File: config.mk
export PLATFORM = sky130hd
export DESIGN_NAME = mmio_console
export DESIGN_NICKNAME = d
export VERILOG_FILES = /design/src/rtl/mmio_console_pkg.sv /design/src/rtl/mmio_console_sync_fifo.sv /design/src/rtl/mmio_console.sv
export SDC_FILE = /design/constraint.sdc
export NUM_CORES = 1
export LEC_CHECK = 0
export BUFFER_PORTS_ARGS = -buffer_cell sky130_fd_sc_hd__buf_2
export CAP_MARGIN = 20
export CORE_MARGIN = 3
export CORE_UTILIZATION = 49
export DETAILED_ROUTE_END_ITERATION = 6
export PLACE_DENSITY_LB_ADDON = 0.05
export SKIP_CTS_REPAIR_TIMING = 1
export SLEW_MARGIN = 40
export SYNTH_ARGS = -nofsm -noshare
export SYNTH_HDL_FRONTEND = slang
export SYNTH_SLANG_ARGS = --single-unit
File: constraint.sdc
create_clock -name clk -period 2.6 [get_ports clk]
set_clock_uncertainty 0.15 [all_clocks]
set_input_delay 0.39 -clock clk [delete_from_list [all_inputs] [get_ports clk]]
set_output_delay 0.39 -clock clk [all_outputs]
set_load 0.01 [all_outputs]
File: src/rtl/mmio_console_pkg.sv
// ============================================================================
// Module : mmio_console_pkg
// Brief  : Shared constants and types for the MMIO console: register offsets,
//          control FSM encodings, and the STATUS word layout.
//          The CPU5_* macros mirror the shared defines.v. They are guarded so
//          that an earlier include of defines.v takes precedence.
// Rev    : 1.0  initial release
// ============================================================================
`default_nettype none

`ifndef CPU5_XLEN
`define CPU5_XLEN 32
`endif
`ifndef CPU5_CON_OFF_TXDATA
`define CPU5_CON_OFF_TXDATA 2'd0
`define CPU5_CON_OFF_STATUS 2'd1
`define CPU5_CON_OFF_TOHOST 2'd2
`define CPU5_CON_OFF_RSVD   2'd3
`endif
`ifndef CPU5_CON_ST_RUN
`define CPU5_CON_ST_RUN   2'd0
`define CPU5_CON_ST_FLUSH 2'd1
`define CPU5_CON_ST_HALT  2'd2
`endif

package mmio_console_pkg;

  localparam int XLEN = `CPU5_XLEN;

  // Word offsets within the 16-byte register window (dataadr[3:2])
  localparam logic [1:0] c_off_txdata = `CPU5_CON_OFF_TXDATA;
  localparam logic [1:0] c_off_status = `CPU5_CON_OFF_STATUS;
  localparam logic [1:0] c_off_tohost = `CPU5_CON_OFF_TOHOST;
  localparam logic [1:0] c_off_rsvd   = `CPU5_CON_OFF_RSVD;

  typedef enum logic [1:0] {
    ST_RUN   = `CPU5_CON_ST_RUN,
    ST_FLUSH = `CPU5_CON_ST_FLUSH,
    ST_HALT  = `CPU5_CON_ST_HALT
  } con_state_t;

  typedef struct packed {
    logic [7:0] count;
    logic [1:0] state;
    logic       ovf;
    logic       full;
    logic       empty;
  } con_status_t;

  // Place the status fields at their architectural bit positions.
  function automatic logic [XLEN-1:0] status_word(input con_status_t s);
    logic [XLEN-1:0] w;
    w        = '0;
    w[15:8]  = s.count;
    w[4:3]   = s.state;
    w[2]     = s.ovf;
    w[1]     = s.full;
    w[0]     = s.empty;
    return w;
  endfunction

endpackage

`default_nettype wire

File: src/rtl/mmio_console_sync_fifo.sv
// ============================================================================
// Module : sync_fifo
// Brief  : Single-clock FIFO with first-word-fall-through output.
//          A push is accepted when not full, or when full and a pop happens
//          in the same cycle (the freed slot is reused immediately).
// Ports  : clk, reset     - clock, synchronous active-high reset
//          push, din      - write request and data
//          push_ok        - the push request this cycle is accepted
//          pop            - read request (ignored when empty)
//          dout           - head entry (valid while !empty)
//          full, empty    - occupancy flags
//          count          - occupancy, $clog2(DEPTH)+1 bits
// Rev    : 1.0  initial release
// ============================================================================
`default_nettype none

module sync_fifo #(
  parameter int WIDTH = 8,
  parameter int DEPTH = 8
) (
  input  logic                     clk,
  input  logic                     reset,
  input  logic                     push,
  input  logic [WIDTH-1:0]         din,
  output logic                     push_ok,
  input  logic                     pop,
  output logic [WIDTH-1:0]         dout,
  output logic                     full,
  output logic                     empty,
  output logic [$clog2(DEPTH):0]   count
);

  localparam int c_aw = $clog2(DEPTH);
  localparam logic [c_aw:0] c_full_count = (c_aw+1)'(DEPTH);

  logic [WIDTH-1:0] r_mem [DEPTH];
  logic [c_aw-1:0]  r_wptr;
  logic [c_aw-1:0]  r_rptr;
  logic [c_aw:0]    r_count;
  logic             w_pop;
  logic             w_push;

  assign empty   = (r_count == '0);
  assign full    = (r_count == c_full_count);
  assign count   = r_count;
  assign dout    = r_mem[r_rptr];

  assign w_pop   = pop && !empty;
  assign w_push  = push && (!full || w_pop);
  assign push_ok = w_push;

  // Storage is deliberately not reset; only the pointers define validity.
  always_ff @(posedge clk) begin
    if (w_push) begin
      r_mem[r_wptr] <= din;
    end
  end

  // DEPTH is a power of two, so pointers wrap by natural overflow.
  always_ff @(posedge clk) begin
    if (reset) begin
      r_wptr  <= '0;
      r_rptr  <= '0;
      r_count <= '0;
    end else begin
      if (w_push) r_wptr <= r_wptr + 1'b1;
      if (w_pop)  r_rptr <= r_rptr + 1'b1;
      case ({w_push, w_pop})
        2'b10:   r_count <= r_count + 1'b1;
        2'b01:   r_count <= r_count - 1'b1;
        default: r_count <= r_count;
      endcase
    end
  end

endmodule

`default_nettype wire

File: src/rtl/mmio_console.sv
// ============================================================================
// Module : mmio_console
// Brief  : Memory-mapped character console with a test-exit register.
//          Registers (word offsets from BASE):
//            0 TXDATA  W: queue writedata[7:0]          R: 0
//            1 STATUS  W: bit2=1 clears ovf             R: count/state/ovf/full/empty
//            2 TOHOST  W: nonzero ends the program      R: 0
//            3 reserved (reads 0, writes ignored)
//          After a nonzero TOHOST write the console drains its FIFO, then
//          halts with done=1; pass reports whether the exit code was 1.
// Ports  : clk, reset                   - clock, synchronous active-high reset
//          memwrite, dataadr, writedata - CPU store port
//          readdata                     - combinational register read data
//          char_valid/char_data/char_ready - character stream to the sink
//          done, pass                   - program completion and result
// Rev    : 1.0  initial release
// ============================================================================
`default_nettype none

`ifndef CPU5_XLEN
`define CPU5_XLEN 32
`endif

module mmio_console
  import mmio_console_pkg::*;
#(
  parameter logic [`CPU5_XLEN-1:0] BASE  = 'h1000,
  parameter int                    DEPTH = 8
) (
  input  logic                  clk,
  input  logic                  reset,
  input  logic                  memwrite,
  input  logic [XLEN-1:0]       dataadr,
  input  logic [XLEN-1:0]       writedata,
  output logic [XLEN-1:0]       readdata,
  output logic                  char_valid,
  output logic [7:0]            char_data,
  input  logic                  char_ready,
  output logic                  done,
  output logic                  pass
);

  con_state_t            r_state;
  logic [XLEN-1:0]       r_code;
  logic                  r_ovf;
  logic                  r_done;
  logic                  r_pass;

  logic                  w_hit;
  logic [1:0]            w_off;
  logic                  w_wr;
  logic                  w_push_req;
  logic                  w_push_ok;
  logic                  w_pop;
  logic                  w_ovf_clr;
  logic                  w_tohost;
  logic                  w_full;
  logic                  w_empty;
  logic [7:0]            w_head;
  logic [$clog2(DEPTH):0] w_count;
  con_status_t           w_status;
  logic                  w_unused;

  // Word-aligned accesses only; the byte-lane bits carry no meaning here.
  assign w_unused   = &{1'b0, dataadr[1:0]};

  assign w_hit      = (dataadr[XLEN-1:4] == BASE[XLEN-1:4]);
  assign w_off      = dataadr[3:2];
  assign w_wr       = memwrite && w_hit;

  assign w_push_req = w_wr && (w_off == c_off_txdata) && (r_state == ST_RUN);
  assign w_ovf_clr  = w_wr && (w_off == c_off_status) && writedata[2];
  assign w_tohost   = w_wr && (w_off == c_off_tohost) && (r_state == ST_RUN) &&
                      (writedata != '0);

  // Outputs are forced low while reset is held, before the first reset edge
  // has had a chance to clear the registers.
  assign char_valid = !w_empty && !reset;
  assign char_data  = w_head;
  assign w_pop      = char_valid && char_ready;
  assign done       = r_done && !reset;
  assign pass       = r_pass && !reset;

  sync_fifo #(
    .WIDTH (8),
    .DEPTH (DEPTH)
  ) u_fifo (
    .clk     (clk),
    .reset   (reset),
    .push    (w_push_req),
    .din     (writedata[7:0]),
    .push_ok (w_push_ok),
    .pop     (w_pop),
    .dout    (w_head),
    .full    (w_full),
    .empty   (w_empty),
    .count   (w_count)
  );

  // Control FSM with its registered outputs (done/pass) and the ovf flag.
  always_ff @(posedge clk) begin
    if (reset) begin
      r_state <= ST_RUN;
      r_code  <= '0;
      r_ovf   <= 1'b0;
      r_done  <= 1'b0;
      r_pass  <= 1'b0;
    end else begin
      // A TXDATA store and a STATUS store cannot share a cycle, so the
      // set and clear of ovf never collide.
      if (w_push_req && !w_push_ok) begin
        r_ovf <= 1'b1;
      end else if (w_ovf_clr) begin
        r_ovf <= 1'b0;
      end

      case (r_state)
        ST_RUN: begin
          if (w_tohost) begin
            r_code  <= writedata;
            r_state <= ST_FLUSH;
          end
        end
        ST_FLUSH: begin
          if (w_empty) begin
            r_state <= ST_HALT;
            r_done  <= 1'b1;
            r_pass  <= (r_code == XLEN'(1));
          end
        end
        ST_HALT: begin
          r_state <= ST_HALT;
        end
        default: begin
          r_state <= ST_RUN;
        end
      endcase
    end
  end

  always_comb begin
    w_status       = '0;
    w_status.count = 8'(w_count);
    w_status.state = r_state;
    w_status.ovf   = r_ovf;
    w_status.full  = w_full;
    w_status.empty = w_empty;
  end

  always_comb begin
    readdata = '0;
    if (w_hit && (w_off == c_off_status)) begin
      readdata = status_word(w_status);
    end
  end

endmodule

`default_nettype wire

## Word level (Yosys, flattened, before mapping)

Memories as Yosys holds them, arrays and structs flattened. A register that Yosys moved wholly into a read port is not among the register bits.
Cells that the tools add are included.

| cells by class | value |
|---|---|
| equal/unequal tests | 11 |
| multiplexer cells | 11 |
| reductions and logical operators | 30 |
| $add $sub $neg | 4 |

Operator list:

| operator | count |
|---|---|
| == test 32 x 1 -> 1 bit, second input constant | 1 |
| nonzero test 32 bit | 1 |
| == test 28 x 9 -> 1 bit, second input constant | 1 |
| logical AND 1 bit | 16 |
| 2-to-1 mux 12 bit | 1 |
| one-hot mux 4 bit (2 select lines) | 1 |
| adder 3 x 1 -> 3 bit, second input constant | 2 |
| == test 2 x 1 -> 1 bit, second input constant | 3 |
| == test 2 bit, second input constant | 3 |
| 2-to-1 mux 3 bit | 2 |
| one-hot mux 2 bit (3 select lines) | 1 |
| AND reduction 2 bit | 3 |
| adder 4 x 1 -> 4 bit, second input constant | 1 |
| == test 4 bit, second input constant | 1 |
| logical NOT 1 bit | 4 |
| logical NOT 2 bit | 2 |
| logical NOT 4 bit | 1 |
| 2-to-1 mux 1 bit | 4 |
| 2-to-1 mux 2 bit | 2 |
| nonzero test 2 bit | 2 |
| subtractor 4 x 1 -> 4 bit, second input constant | 1 |
| inequality test 2 x 1 -> 1 bit, second input constant | 1 |
| inequality test 2 bit, second input constant | 1 |
| logical OR 1 bit | 1 |

| word-level totals | value |
|---|---|
| register bits | 47 |
| bits of input ports | 68 |
| bits in writable memories | 64 |
| memories kept | 1 |
| word-level logic and storage cells | 65 |
| output and inout bits | 43 |

Memory list:

| memory | words | width | rd ports | clocked after Yosys merged registers in | write ports | RTL line | source |
|---|---|---|---|---|---|---|---|
| u_fifo.r_mem | 8 | 8 | 1 | 1 | 1 | mmio_console_sync_fifo.sv:36 | `logic [WIDTH-1:0] r_mem [DEPTH];` |

## Longest topological paths before layout

| logic depth | value |
|---|---|
| depth in word-level cells | 10 |
| mapped depth | 12 |
| gate-level depth less buffers | 11 |

## Hierarchy

Synthesis repeated with hierarchy kept, for this count alone.

| unflattened totals | value |
|---|---|
| cells, all modules | 386 |
| area total of the unflattened synthesis | 5196.2 µm² |

Modules (own cells, without submodules):

| module | instances | cells each | area an instance (µm²) |
|---|---|---|---|
| sync_fifo | 1 | 177 | 3214.3 |
| mmio_console | 1 | 209 | 1981.9 |

## Least setup slack after synthesis

Ideal clock, no wire load.

| timing path | value |
|---|---|
| path type | input-to-reg |
| start | in dataadr[25] |
| end | reg u_fifo.r_count[2] (netlist: u_fifo.count[2]) |
| library setup time | 0.070 ns |
| stages on the path | 11 |
| setup slack | -0.122 ns |
| buffers on the path | 1 |
| data arrival time | 2.502 ns |
| path through | nor4_4 > nand4b_1 > nand4bb_1 > buf_2 > ha_1 > xor2_1 > ha_1 > a21oi_1 > xor2_1 > or3_1 > a21oi_1 |

| on the way | value |
|---|---|
| cells in the longest elaborated chain, start to end | 7 |
| elaborated cells between the ends (all ways) | 9 |
| classes of those cells | eq/ne (3); mux (1); reduce/logical (5) |

RTL lines:

| item | RTL line | source |
|---|---|---|
| start, declared | mmio_console.sv:33 | `input logic [XLEN-1:0] dataadr,` |
| == test 28 x 9 -> 1 bit (*) | mmio_console.sv:67 | `assign w_hit = (dataadr[XLEN-1:4] == BASE[XLEN-1:4]);` |
| logical AND 1 bit (*) | mmio_console.sv:69 | `assign w_wr = memwrite && w_hit;` |
| logical AND 1 bit (*) (2 in series) | mmio_console.sv:71 | `assign w_push_req = w_wr && (w_off == c_off_txdata) && (r_state == ST_RUN);` |
| logical AND 1 bit (*) | mmio_console_sync_fifo.sv:49 | `assign w_push = push && (!full \|\| w_pop);` |
| == test 2 x 1 -> 1 bit or == test 2 bit (tied branches) | mmio_console_sync_fifo.sv:68 | `case ({w_push, w_pop})` |
| one-hot mux 4 bit (2 select lines) or nonzero test 2 bit (tied branches) | n/a |  |
| end signal, assigned | mmio_console_sync_fifo.sv:69 | `2'b10: r_count <= r_count + 1'b1;` |
| end signal, assigned | mmio_console_sync_fifo.sv:70 | `2'b01: r_count <= r_count - 1'b1;` |
| end signal, assigned | mmio_console_sync_fifo.sv:71 | `default: r_count <= r_count;` |
| end, declared | mmio_console_sync_fifo.sv:39 | `logic [c_aw:0] r_count;` |

Mark *: on every way between the ends. The rest lies on a longest branch, timed or not.
A chain may end at the register's enable or synchronous reset.

==> run metrics <==
status=finished with violations; violated checks=hold timing; post-synthesis share of cell area spent on full adders, half adders and majority gates=0.0174; ANT cells=0; fraction of synthesized area in multiplexers=0.157; IO buf count=85; number of buffers between clock root and the deepest sink=2; CTS tree=done; initial core utilization=0.511; First DRT Iteration DRCs=118; Gate Count Post-Synth=378; Setup Total Neg Slack=0 ps; average wire length per cell after detail routing=15.4 µm; Synth Area in Simple Gates=0.149; unrepaired setup endpoints after global routing=false; transition at the pin with the smallest max-transition slack=657 ps; Arr. time, crit path=1970 ps; share of layout cells above drive strength 1=0.352; worst min-delay path class=in -> reg; Worst Path Max Fanout=8; Fmax=399 MHz; detailed placement HPWL=6790 µm; number of warnings issued by yosys=0; clock-pin slew of the registers on the worst-case setup and hold paths=60 ps; drt total wl=10000 µm; proportion of synthesized flip-flops having asynchronous set or reset=0; max cap viols=0; cell types occupying the most area after synthesis=sky130_fd_sc_hd__edfxtp_1, sky130_fd_sc_hd__dfxtp_1, sky130_fd_sc_hd__mux4_2, sky130_fd_sc_hd__mux2i_1, sky130_fd_sc_hd__nor2_1; data required time at the worst endpoint=2060 ps; cell area after synthesis=5040 µm²; die width=107 µm; Post-Syn Area per Cell=13.3 µm²; Leak=2.40 nW; synthesis-stage register bit count=114; post-layout utilization of the core=0.652; tightest slew margin relative to the limit=0.551; detailed-routing iteration count for the pre-antenna-repair pass=4; RD Place Congestion=0.732; number of CTS-inserted buffers=17; core region area=9860 µm²; post-route total power=4.32 mW; cell taking the most area after synthesis=sky130_fd_sc_hd__edfxtp_1; total via count in the routed design=3288; number of global-route vias before repair=3344; chip height=107 µm; die area=11500 µm²; Final Hold Fails=6; insertion delay of the later-clocked pin in the worst-skew pair=500 ps; Antenna Nets Post-Route=0; biggest cell delay along the critical path=500 ps; endpoints failing setup=0; number of enable-type register cells in the synthesized netlist=64; number of library cell types mapped by synthesis=49; list of cells traversed by the critical path=buf_12, mux4_2, mux2_2, buf_2; fin crit share=0.964; most used flip-flop cell after synthesis=sky130_fd_sc_hd__edfxtp_1; area fraction in compound gates after synthesis=0.0288; Avg Vias per Cell=5.06; XOR/XNOR share of the synthesized area=0.0104; time the worst path needs with I/O delays and setup=2510 ps; CTS HTree Levels=4; clk sink count=114; antenna violations before repair=0; I/O pin count=111; net count reported at finish=579; std cell rows=36; root buffer cell=sky130_fd_sc_hd__clkbuf_8; post-route DRC violation count=0; area added between synthesis and finish=27.7%; GR Util All Layers=0.185; combinational family with the most area after synthesis=multiplexers; fraction of the yosys area taken by sequential cells=0.580; Setup Crit Path Kind=reg -> out; largest net degree at the start of global routing=56; residual overflow from global routing=0; power density over the cells=672 nW/µm²; startpoint types=flop; top cell type's share of synthesized area=0.382; Fin Hold WS=-10.1 ps; slowest cell on the critical path=sky130_fd_sc_hd__mux4_2; fin. max-slew vios=0; wire length of the first global-routing pass=16000 µm; Critical Path End Type=output port; IR drop worst, VDD=379 µV
final timing paths:
check	cells after the start	from	end	slack, ps
max reg2reg	11	r_state[1]$_SDFFE_PP0P_	u_fifo.count[2]$_SDFFE_PP0P_	200
min reg2reg	2	u_fifo.r_wptr[0]$_SDFFE_PP0P_	u_fifo.r_wptr[0]$_SDFFE_PP0P_	330
max	4	flop	char_data[3]	90
min	3	writedata[22]	r_code[22]$_SDFFE_PP0P_	-10
cells in the mapped netlist, types with 5 or more instances:
cell / instances
sky130_fd_sc_hd__a21oi_1: 9
sky130_fd_sc_hd__and2_1: 5
sky130_fd_sc_hd__buf_4: 23
sky130_fd_sc_hd__clkbuf_1: 8
sky130_fd_sc_hd__dfxtp_1: 50
sky130_fd_sc_hd__edfxtp_1: 64
sky130_fd_sc_hd__ha_1: 7
sky130_fd_sc_hd__inv_1: 7
sky130_fd_sc_hd__mux2_2: 8
sky130_fd_sc_hd__mux2i_1: 34
sky130_fd_sc_hd__mux4_2: 16
sky130_fd_sc_hd__nand2_1: 9
sky130_fd_sc_hd__nand2b_1: 8
sky130_fd_sc_hd__nor2_1: 50
sky130_fd_sc_hd__nor3_1: 6
sky130_fd_sc_hd__nor4_1: 19
sky130_fd_sc_hd__xor2_1: 5
cell type report:
cell class,instances,area [µm²]
fill,742,3430
sequential,114,2930
multi-input combinational,240,1940
timing repair buffer,124,776
clock buffer,24,503
tap,133,166
clock inverter,8,97.6
inverter,7,26.3
cell usage in the layout (no fill, tap or decap), types with 3 or more instances in the layout:
cell type / count
sky130_fd_sc_hd__conb_1: 23
sky130_fd_sc_hd__o21ai_0: 3
sky130_fd_sc_hd__nor4_1: 19
sky130_fd_sc_hd__dfxtp_1: 49
sky130_fd_sc_hd__clkbuf_8: 3
sky130_fd_sc_hd__nand4b_1: 3
sky130_fd_sc_hd__clkbuf_16: 19
sky130_fd_sc_hd__inv_1: 7
sky130_fd_sc_hd__a21oi_1: 9
sky130_fd_sc_hd__buf_2: 85
sky130_fd_sc_hd__mux4_2: 16
sky130_fd_sc_hd__nand2_1: 9
sky130_fd_sc_hd__xor2_1: 5
sky130_fd_sc_hd__clkbuf_1: 3
sky130_fd_sc_hd__nor3_1: 4
sky130_fd_sc_hd__clkinv_2: 3
sky130_fd_sc_hd__dlygate4sd3_1: 11
sky130_fd_sc_hd__buf_4: 26
sky130_fd_sc_hd__nor4_4: 4
sky130_fd_sc_hd__edfxtp_1: 64
sky130_fd_sc_hd__nand2b_1: 8
sky130_fd_sc_hd__and2_1: 5
sky130_fd_sc_hd__mux2_2: 8
sky130_fd_sc_hd__mux2i_1: 34
sky130_fd_sc_hd__nor2_1: 50
sky130_fd_sc_hd__ha_1: 5
through the flow:
step	setup WS [ps]	hold slack (ps)	std cells	cell area [µm²]
after floorplan	-68.2	279	400	5130
after global placement	-18.6	296	606	5680
after detailed placement	-73.0	308	606	5680
after CTS	12.8	-36.2	638	6280
after global routing	3.17	1.97	650	6430
final	93.7	-10.1	650	6430
critical path, delay by kind of cell, from the launching register on:
family / cells / cell delay (ps)
buf+inv: 2 / 300
mux: 2 / 780
flops: 1 / 380
registers in the layout (all words and copies together) (netlist names), named ones only:
register and count:
u_fifo.r_mem 64, r_code 32, u_fifo.count 4, u_fifo.r_rptr 3
u_fifo.r_wptr 3, r_state 2, r_done 1, r_ovf 1
r_pass 1
metal layers:
| layer | GRT usage | wire, µm | up-vias |
|---|---|---|---|
| met5 | 0 | 0 | - |
| met4 | 0.0649 | 104 | 0 |
| met1 | 0.221 | 4300 | 1555 |
| li1 | - | - | 1624 |
| met2 | 0.307 | 5030 | 99 |
| met3 | 0.0678 | 565 | 10 |
cell families (layout without fill, tap and decap cells):
group | after synthesis | count (layout)
muxes | 58 | 58
other | 1 | 23
and+or+nand+nor | 126 | 126
buffers and inverters | 46 | 163
DFF | 114 | 114
adders and majority gates | 7 | 7
AOI/OAI and AO/OA | 20 | 20
xor gates and xnor gates | 6 | 6
power by group:
| part | total [mW] | internal [mW] | switching (mW) |
|---|---|---|---|
| Combinational | 0.141 | 0.0592 | 0.0820 |
| Clock | 2.28 | 1.52 | 0.756 |
| Sequential | 1.90 | 1.90 | 0.000000000290 |
| Total | 4.32 | 3.48 | 0.838 |
Power figures use the tool's default switching activity.
